**src/rtl/fetch_unit.sv**
```systemverilog
// Instruction-fetch stage: owns the PC, issues single-outstanding requests to instruction
// memory and holds one returned word for the IF/ID register, applying ID branch redirects.
module fetch_unit #(
   parameter logic [31:0] RESET_PC = 32'h0000_0000,
   parameter int unsigned PC_STEP  = 4
) (
   input  logic        clk_i,
   input  logic        rst_i,
   input  logic        stall_i,
   input  logic        branch_i,
   input  logic [31:0] branch_target_i,
   output logic        imem_req_o,
   output logic [31:0] imem_addr_o,
   input  logic        imem_rvalid_i,
   input  logic [31:0] imem_rdata_i,
   output logic [31:0] instr_o,
   output logic [31:0] pc_o,
   output logic        instr_valid_o,
   output logic        flush_o
);

   typedef enum logic [1:0] {StIdle, StWait, StFull, StDiscard} state_e;

   state_e      state_q, state_d;
   logic [31:0] pc_q, pc_d;
   logic [31:0] buf_q, buf_d;
   logic [31:0] target;

   assign target = {branch_target_i[31:2], 2'b00};

   always_ff @(posedge clk_i or posedge rst_i) begin
      if (rst_i) begin
         state_q <= StIdle;
         pc_q    <= RESET_PC;
         buf_q   <= '0;
      end else begin
         state_q <= state_d;
         pc_q    <= pc_d;
         buf_q   <= buf_d;
      end
   end

   always_comb begin
      state_d = state_q;
      pc_d    = pc_q;
      buf_d   = buf_q;
      unique case (state_q)
         StIdle: begin
            if (branch_i) begin
               pc_d = target;
            end else begin
               state_d = StWait;
            end
         end
         StWait: begin
            if (branch_i) begin
               // A response landing in the redirect cycle is stale; drop it and refetch.
               pc_d    = target;
               state_d = imem_rvalid_i ? StIdle : StDiscard;
            end else if (imem_rvalid_i) begin
               buf_d   = imem_rdata_i;
               state_d = StFull;
            end
         end
         StFull: begin
            if (branch_i) begin
               pc_d    = target;
               state_d = StIdle;
            end else if (!stall_i) begin
               pc_d    = pc_q + 32'(PC_STEP);
               state_d = StIdle;
            end
         end
         StDiscard: begin
            if (branch_i) begin
               pc_d = target;
            end
            if (imem_rvalid_i) begin
               state_d = StIdle;
            end
         end
         default: state_d = StIdle;
      endcase
   end

   assign imem_req_o    = (state_q == StIdle) & ~branch_i & ~rst_i;
   assign imem_addr_o   = pc_q;
   assign instr_valid_o = (state_q == StFull);
   assign instr_o       = instr_valid_o ? buf_q : '0;
   assign pc_o          = instr_valid_o ? pc_q : '0;
   assign flush_o       = branch_i;

endmodule

```
**config.mk**
```make
export PLATFORM = sky130hd
export DESIGN_NAME = fetch_unit
export DESIGN_NICKNAME = d
export VERILOG_FILES = /design/src/rtl/fetch_unit.sv
export SDC_FILE = /design/constraint.sdc
export NUM_CORES = 1
export LEC_CHECK = 0
export CAP_MARGIN = 25
export CORE_MARGIN = 1.5
export CORE_UTILIZATION = 25
export DETAILED_ROUTE_END_ITERATION = 10
export SLEW_MARGIN = 20
export SYNTH_ARGS = -nofsm -noshare
export SYNTH_HDL_FRONTEND = slang
export SYNTH_SLANG_ARGS = --single-unit
```
**constraint.sdc**
```tcl
create_clock -name clk_i -period 2.77 [get_ports clk_i]
set_input_delay 0.4155 -clock clk_i [delete_from_list [all_inputs] [get_ports clk_i]]
set_output_delay 0.4155 -clock clk_i [all_outputs]
set_load 0.01 [all_outputs]
```
; ---- After elaboration in Yosys (flattened, before gate mapping)
; Cells that the tools add are included.
[totals]
elab_cells = 35
reg_bits = 66
output_inout_bits = 99
[op_classes]
n_bitwise = 4
add_sub_neg = 1
reduce_logical = 5
n_mux = 14
n_eq_ne = 8
[op_table]
columns = cell, n
row1 = 32-bit 2-to-1 mux, 5
row2 = 32-bit one-hot mux with 2 select lines, 1
row3 = "32-bit by 3-bit adder with 32-bit output, second input constant", 1
row4 = 2-bit 2-to-1 mux, 7
row5 = 2-bit one-hot mux with 4 select lines, 1
row6 = "3-bit != test, second input constant", 2
row7 = "2-bit equality test, second input constant", 2
row8 = "2-bit != test, second input constant", 2
row9 = 4-bit AND reduction, 1
row10 = 3-bit AND reduction, 1
row11 = 3-bit OR reduction, 1
row12 = 1-bit bitwise AND, 2
row13 = "2-bit by 1-bit equality test with 1-bit output, second input constant", 1
row14 = 2-bit zero test, 1
row15 = "2-bit by 1-bit != test with 1-bit output, second input constant", 1
row16 = 1-bit NOT, 2
row17 = 2-bit AND reduction, 1

; ---- Depth between registers and ports, before layout
[logic_depth]
word_depth = 4
depth_mapped = 6

; ---- Worst setup path before layout
; Ideal clock, no wire load.
[synth_path]
path_kind = register to register
startpoint = register state_q[0]
endpoint = register pc_q[15], in the netlist imem_addr_o[15]
slack_ps = 749
stages_incl_launch_ff = 7
setup_ps = 129
required_ps = 2641
t_arrival_ps = 1892
n_path_buf = 1
cell_sequence = dfrtp_1 > or3b_1 > buf_6 > or2_1 > or4_4 > xnor2_1 > o21ai_1
[synth_between]
elab_chain_cells = 4
elab_cells_between_ends = 9
cone_classes = 5 x eq/ne / 1 x mux / 3 x reduce/logical
[synth_rtl]
columns = item, line_no
row1 = "start, declared", 24  ; state_e state_q, state_d;
row2 = "start signal, assigned", 33  ; state_q <= StIdle;
row3 = "start signal, assigned", 37  ; state_q <= state_d;
row4 = "2-bit equality test, or another cell as far along", 47  ; unique case (state_q)
row5 = 3-bit OR reduction (no source line), n/a
row6 = 2-bit by 1-bit != test with 1-bit output (no source line), n/a
row7 = 2-bit AND reduction (no source line), n/a
row8 = "end signal, assigned", 38  ; pc_q <= pc_d;
row9 = "end, declared", 25  ; logic [31:0] pc_q, pc_d;
; Parallel ways exist; a longest one is shown, timed or not.
; A chain may end at the register's enable or synchronous reset.

; ---- Final worst setup path
[layout_path]
startpoint = register state_q[1]
endpoint = output port instr_o[3]
[layout_between]
elab_chain_cells = 2
[layout_rtl]
columns = item, line_no
row1 = 2-bit equality test, 88  ; assign instr_valid_o = (state_q == StFull);
row2 = 32-bit 2-to-1 mux, 89  ; assign instr_o = instr_valid_o ? buf_q : '0;
row3 = "end, declared", 16  ; output logic [31:0] instr_o,
; Every way passes these cells.

==> results.py <==
metrics = {
    "run_status": {
        "outcome": "completed",
    },
    "hold_path": {
        "min_path_type": "in -> reg",
    },
    "sta": {
        "max_freq_ghz": 0.4146,
        "drv_slew": 0,
        "worst_pin_slew_ps": 489.1,
        "setup_violations": 0,
        "rsz0062_at_grt": "no",
        "maxSlewHeadroom_pct": 67.12,
        "min_period_ps": 2412,
        "hold_violations": 0,
        "fin_crit_sh_pct": 87.07,
        "skew_ps": 1.880,
        "setup_tns_ps": 0,
    },
    "synthesis": {
        "synth_area_leader_cell": "dfrtp_1",
        "ys_warn_count": 0,
        "synth_xor_xnor_area_share_pct": 6.657,
        "synth.avg_cell_area_um2": 10.00,
        "synth_top_family_by_area": "simple AND/OR/NAND/NOR gates",
        "synth_top_area_share_pct": 46.82,
        "synthAdderAreaFrac_pct": 0.3658,
        "ys_ff_latch": 64,
        "synth-compound-area-share_pct": 5.230,
        "netlist_instances": 342,
        "synth_cell_types": 38,
        "synthSimpleGateAreaFrac_pct": 25.93,
        "synthMuxAreaShare_pct": 11.16,
        "yosysSeqAreaShare_pct": 46.82,
        "synthTopCellsByArea": "dfrtp_1, and2_1, mux2_2",
        "syn_area_um2": 3421,
    },
    "worst_setup_path": {
        "crit_chain": "nor2b_4, buf_4, and2_1, clkdlybuf4s50_1",
        "crit_end": "instr_o[3]",
        "end_kind": "output port",
        "worst-path-buf-inv": 2,
        "slowest_delay_ps": 550,
        "crit_start": "state_q[1]",
        "crit_type": "reg -> out",
        "cp_slowest_cell": "clkdlybuf4s50_1",
        "crit_family": "buffers and inverters",
        "crit_cells": 4,
        "timing.rr.end": "imem_addr_o[31]",
        "reg2regPathDepth": 5,
        "path_max_fanout": 35,
        "arrival_ps": 2000,
        "timing.rr.start": "imem_addr_o[11]",
        "worst_setup_path_start_kind": "register",
        "r2r_slack_ps": 570,
        "cp.required_ps": 2350,
    },
    "floorplan": {
        "initial_core_util_pct": 25.73,
        "die_y_um": 120.0,
        "num_rows": 42,
        "core_area_um2": 13300,
        "io_pins": 168,
        "dieArea_um2": 14390,
        "fp.dieW_um": 120.0,
    },
    "clock_network": {
        "cts_tree": "yes",
        "post-cts-setup-buffers": 0,
        "htreeDepth": 3,
        "cts_root_buffer": "clkbuf_16",
        "cts_buffers": 9,
        "cts_buffer_depth": 2,
        "clkTransAtPathRegs_ps": 50,
        "cts.sinks": 64,
        "postCtsResizedCells": 0,
        "cts_hold_buf": 0,
        "clk_latency_ps": 330,
    },
    "grt": {
        "grt_max_degree": 56,
        "antenna_found_initial": 0,
        "gr-total-overflow": 0,
        "grt_pass1_vias": 3131,
        "grt_pass1_wl_mm": 15.73,
        "track_usage_pct": 14.01,
    },
    "routing": {
        "drtPass1Iterations": 4,
        "drtAntennaViolNets": 0,
        "wl_per_cell_um": 14.09,
        "drt-initial-drc-count": 106,
        "wirelength_mm": 9.650,
        "drc": 0,
        "post_drt_via_cell_ratio": 4.388,
        "vias": 3006,
    },
    "layout": {
        "n_antenna_cell": 0,
        "regArea_um2": 1602,
        "multi_input_area_um2": 1715,
        "drive_gt1_share_pct": 13.16,
        "num-fill-cells": 1268,
        "final_cell_area_um2": 5562,
        "nNetsFinal": 574,
        "syn_to_final_growth_pct": 62.58,
    },
    "pwr": {
        "ir_drop_v": 0.0004035,
        "cellLeakagePower_nw": 2.218,
        "powerDensity_nw_per_um2": 660.1,
    },
    "placement": {
        "gp_congestion": 0.7281,
        "dp_hpwl_mm": 7.088,
        "dpl_cell_area_um2": 5243,
        "io_buffers": 161,
    },
    "job": {
        "drv_cap": 0,
    },
}
[cells by family after synthesis]
logic type,after synthesis
AND/OR/NAND/NOR,155
flip-flops,64
AO/OA/AOI/OAI,34
multiplexers,34
buffers and inverters,27
XOR/XNOR,26
adder cells (fa/ha/maj),1
other,1
[layout make-up]
| cell class | count | area share (%) |
|---|---|---|
| clock buffer | 14 | 5.107 |
| clock inverter | 2 | 0.6299 |
| inverter | 5 | 0.3375 |
| multi-input combinational | 254 | 30.84 |
| sequential | 64 | 28.80 |
| tap | 176 | 3.960 |
| timing repair buffer | 170 | 30.33 |
[metrics by stage]
step / setup WS (ps) / instances / hold WS, ps / utilization (%) / total power, W
6_report: 358.1 / 685 / 422.9 / 41.83 / 0.003671
5_1_grt: 201.4 / 685 / 431.2 / 41.83 / 0.003903
2_1_floorplan: 748.9 / 345 / 472.1 / - / 0.001938
4_1_cts: 325.0 / 685 / 417.2 / 41.83 / 0.003739
3_5_place_dp: 177.3 / 669 / 488.2 / 39.43 / 0.002511
3_3_place_gp: 211.3 / 669 / 482.0 / 39.43 / 0.002474
[cell usage in the layout, fill, tap and decap left out, drive strengths merged]
cell	n
clkdlybuf4s50	160
and2	64
dfrtp	64
nand2	38
mux2	33
o21ai	28
xor2	20
nand4	15
clkbuf	14
nor2	11
buf	10
nand3	9
xnor2	6
inv	5
conb	4
nor4	4
nor2b	3
and3	2
or3	2
a31oi	2
or4	2
nor3	1
or3b	1
mux2i	1
and4	1
or2	1
nand2b	1
o31ai	1
a21oi	1
o22ai	1
a22oi	1
ha	1
clkinv	1
bufinv	1
[power breakdown]
group          total [W]  switching, W  leakage (nW)  internal [W]
Sequential       0.00140      0.000178         0.768       0.00122
Clock            0.00119      0.000399         0.159      0.000793
Combinational    0.00108      0.000405          1.29      0.000674
Total            0.00367      0.000982          2.22       0.00269
[worst min path at each step]
stage | start | depth (start not counted) | end | slack [ps]
after global placement | buf_q[2] | 1 | buf_q[2] | 480
after floorplan | buf_q[21] | 1 | buf_q[21] | 470
after detailed placement | buf_q[6] | 1 | buf_q[6] | 490
after CTS | branch_i | 2 | state_q[1] | 420
after global routing | branch_i | 2 | state_q[1] | 430
final | branch_i | 2 | state_q[1] | 420
[flip-flops by register name, summed over array words and instances (netlist names)]
register     flops
state_q          2
buf_q           32
imem_addr_o     30
[synth_stat cells, drive strengths merged]
cell	n
or3b	1
ha	1
xnor2	6
inv	5
buf	6
or2	1
mux2i	1
a21oi	1
a22oi	1
o22ai	1
conb	1
clkbuf	16
nor2	11
xor2	20
or3	2
nand4	15
nor2b	3
nor3	1
o21ai	28
o31ai	1
and2	64
nor4	4
and3	2
a31oi	2
nand2b	1
dfrtp	64
nand2	38
or4	2
and4	1
nand3	9
mux2	33
[routing by layer]
| metal | vias up | global-route usage [%] | routed length [µm] |
|---|---|---|---|
| met4 | 0 | 4.241 | 127 |
| met3 | 9 | 6.036 | 865 |
| met2 | 114 | 24.07 | 4648 |
| met5 | - | 0 | 0 |
| met1 | 1415 | 15.65 | 4008 |
| li1 | 1468 | - | - |
Power figures use the tool's default switching activity.
==> RTL edit (config.mk and constraints unchanged) <==
Add an input register stage for `branch_target_i`, without a reset; this delays it by one clock. The other inputs are not delayed to match.
--- a/src/rtl/fetch_unit.sv
+++ b/src/rtl/fetch_unit.sv
@@ -22,4 +22,10 @@
    typedef enum logic [1:0] {StIdle, StWait, StFull, StDiscard} state_e;
 
+   logic [31:0] branch_target_q;
+
+   always_ff @(posedge clk_i) begin
+      branch_target_q <= branch_target_i;
+   end
+
    state_e      state_q, state_d;
    logic [31:0] pc_q, pc_d;
@@ -27,5 +33,5 @@
    logic [31:0] target;
 
-   assign target = {branch_target_i[31:2], 2'b00};
+   assign target = {branch_target_q[31:2], 2'b00};
 
    always_ff @(posedge clk_i or posedge rst_i) begin
Check against the original RTL: not equivalent (Yosys sat finds a counterexample within 4 cycles, from zero or initial values and one cycle with rst_i high).
==> RTL edit against the unedited design <==
Power grew 17%; routed wire length grew 21%; setup slack lost 0.16 ns; hold slack gained 0.017 ns; combinational power grew 6%; cell area grew 15%; die area grew 23%; area after synthesis grew 23%; sequential cell count grew 30.
==> RTL edit: results (changes against the unedited design) <==
Timing
  – Clock skew: 0.005477 ns (was 0.001880 ns)
  – Slew headroom: 50.33% (was 67.12%)

Setup path
  – Critical Path AT: 2.15 ns (was 2.00 ns)
  – FF-to-FF path depth: 4 (was 5)
  – CP max FO: 39 (was 35)
  – Crit Reg-Reg Endpoint: imem_addr_o[26] (was imem_addr_o[31])
  – Reg-to-reg startpoint: imem_addr_o[9] (was imem_addr_o[11])

Synthesis
  – Commonest cells in the netlist: 64 x dfrtp_1, 63 x and2_1, 32 x mux2_2 (was 64 x and2_1, 64 x dfrtp_1, 38 x nand2_1)
  – Syn Inst Count: 400 (was 342)
  – Ranking of synthesized cells by area: dfrtp_1 38%, dfxtp_1 14%, and2_1 9.4%, mux2_2 8.6%, a31oi_1 2.5% (was dfrtp_1 47%, and2_1 12%, mux2_2 11%, xor2_1 5.1%, nand2_1 4.2%)
  – Seq/Total Area, Yosys: 52.26% (was 46.82%)

Power
  – Leak: 2.481 nW (was 2.218 nW)
  – Max IR drop VDD: 0.2865 mV (was 0.4035 mV)
  – P per Cell Area: 670.9 nW/µm² (was 660.1 nW/µm²)

Placed design
  – Placer Congestion: 0.7837 (was 0.7281)
  – Pre-CTS WS: 0.4447 ns (was 0.1773 ns)
  – DP Wirelength: 8505 µm (was 7088 µm)
  – Placed insts: 764 (was 669)

Global route
  – Largest net degree at the start of global routing: 40 (was 56)
  – First-pass GRT wire length: 18,570 µm (was 15,730 µm)
  – GRT Resource Usage Total: 13.44% (was 14.01%)
  – Vias in the first global route: 3,554 (was 3,131)

Route
  – DR iter-0 viols: 124 (was 106)
  – Routed WL: 11,680 µm (was 9650 µm)
  – DR vias: 3,546 (was 3,006)

Worst hold path
  – Hold Path Class: register to register (was primary input to register)
  – Hold path start: branch_target_q[3] (was branch_i)

Finish
  – Filler cells: 1,621 (was 1,268)
  – Fin cells: 779 (was 685)

Status
  – Outcome: complete, no violations (unchanged)
-- RTL edit: changes by cell type after synthesis, sizes merged, moves of 5 or more --
cell	before	now
a31oi	2	17
buf	6	11
or4	2	8
nand2	38	20
dfxtp	0	30
o21ai	28	16
o31ai	1	10
xor2	20	3
nor2	11	17
and3	2	7
-- RTL edit: cell families after synthesis --
kind of cell / synth area share (%)
multiplexers: 8.789
buffers and inverters: 4.305
flip-flops: 52.26
AO/OA/AOI/OAI: 9.026
XOR/XNOR: 2.079
other: 0.08899
AND/OR/NAND/NOR: 23.16
adder cells (fa/ha/maj): 0.2969
-- RTL edit: final cells by class --
| cell class | count | share of cell area (%) |
|---|---|---|
| inverter | 9 | 0.5291 |
| clock inverter | 1 | 0.1176 |
| clock buffer | 14 | 4.801 |
| multi-input combinational | 270 | 28.94 |
| tap | 220 | 4.311 |
| sequential | 94 | 34.49 |
| timing repair buffer | 171 | 26.81 |
-- RTL edit: how the worst max path moves through the flow --
stage / endpoint / slack, ns
after floorplan: buf_q[0] / 0.76
after global placement: imem_req_o / 0.41
after detailed placement: imem_addr_o[16] / 0.44
after CTS: instr_o[11] / 0.16
after global routing: instr_o[11] / 0.07
final: instr_o[11] / 0.20
-- RTL edit: power by group --
part / switching, mW / total, mW / internal, mW
combinational: 0.434 / 1.15 / 0.712
clock: 0.505 / 1.27 / 0.762
sequential: 0.196 / 1.87 / 1.67
-- RTL edit: critical path, stage by stage, from the launching register on --
cell             delay, ns
dfrtp_1               0.53
and2b_2               0.21
buf_4                 0.30
and2_1                0.20
clkdlybuf4s50_1       0.55
-- RTL edit: per-layer routing --
layer	vias to the layer above	wire length [µm]	part of all wire, %	GRT usage (%)
met5	-	0	0	0
met1	1680	5232	45	16.69
met3	14	724	6.2	3.372
li1	1724	-	-	-
met2	128	5533	47	22.25
met4	0	187	1.6	5.556
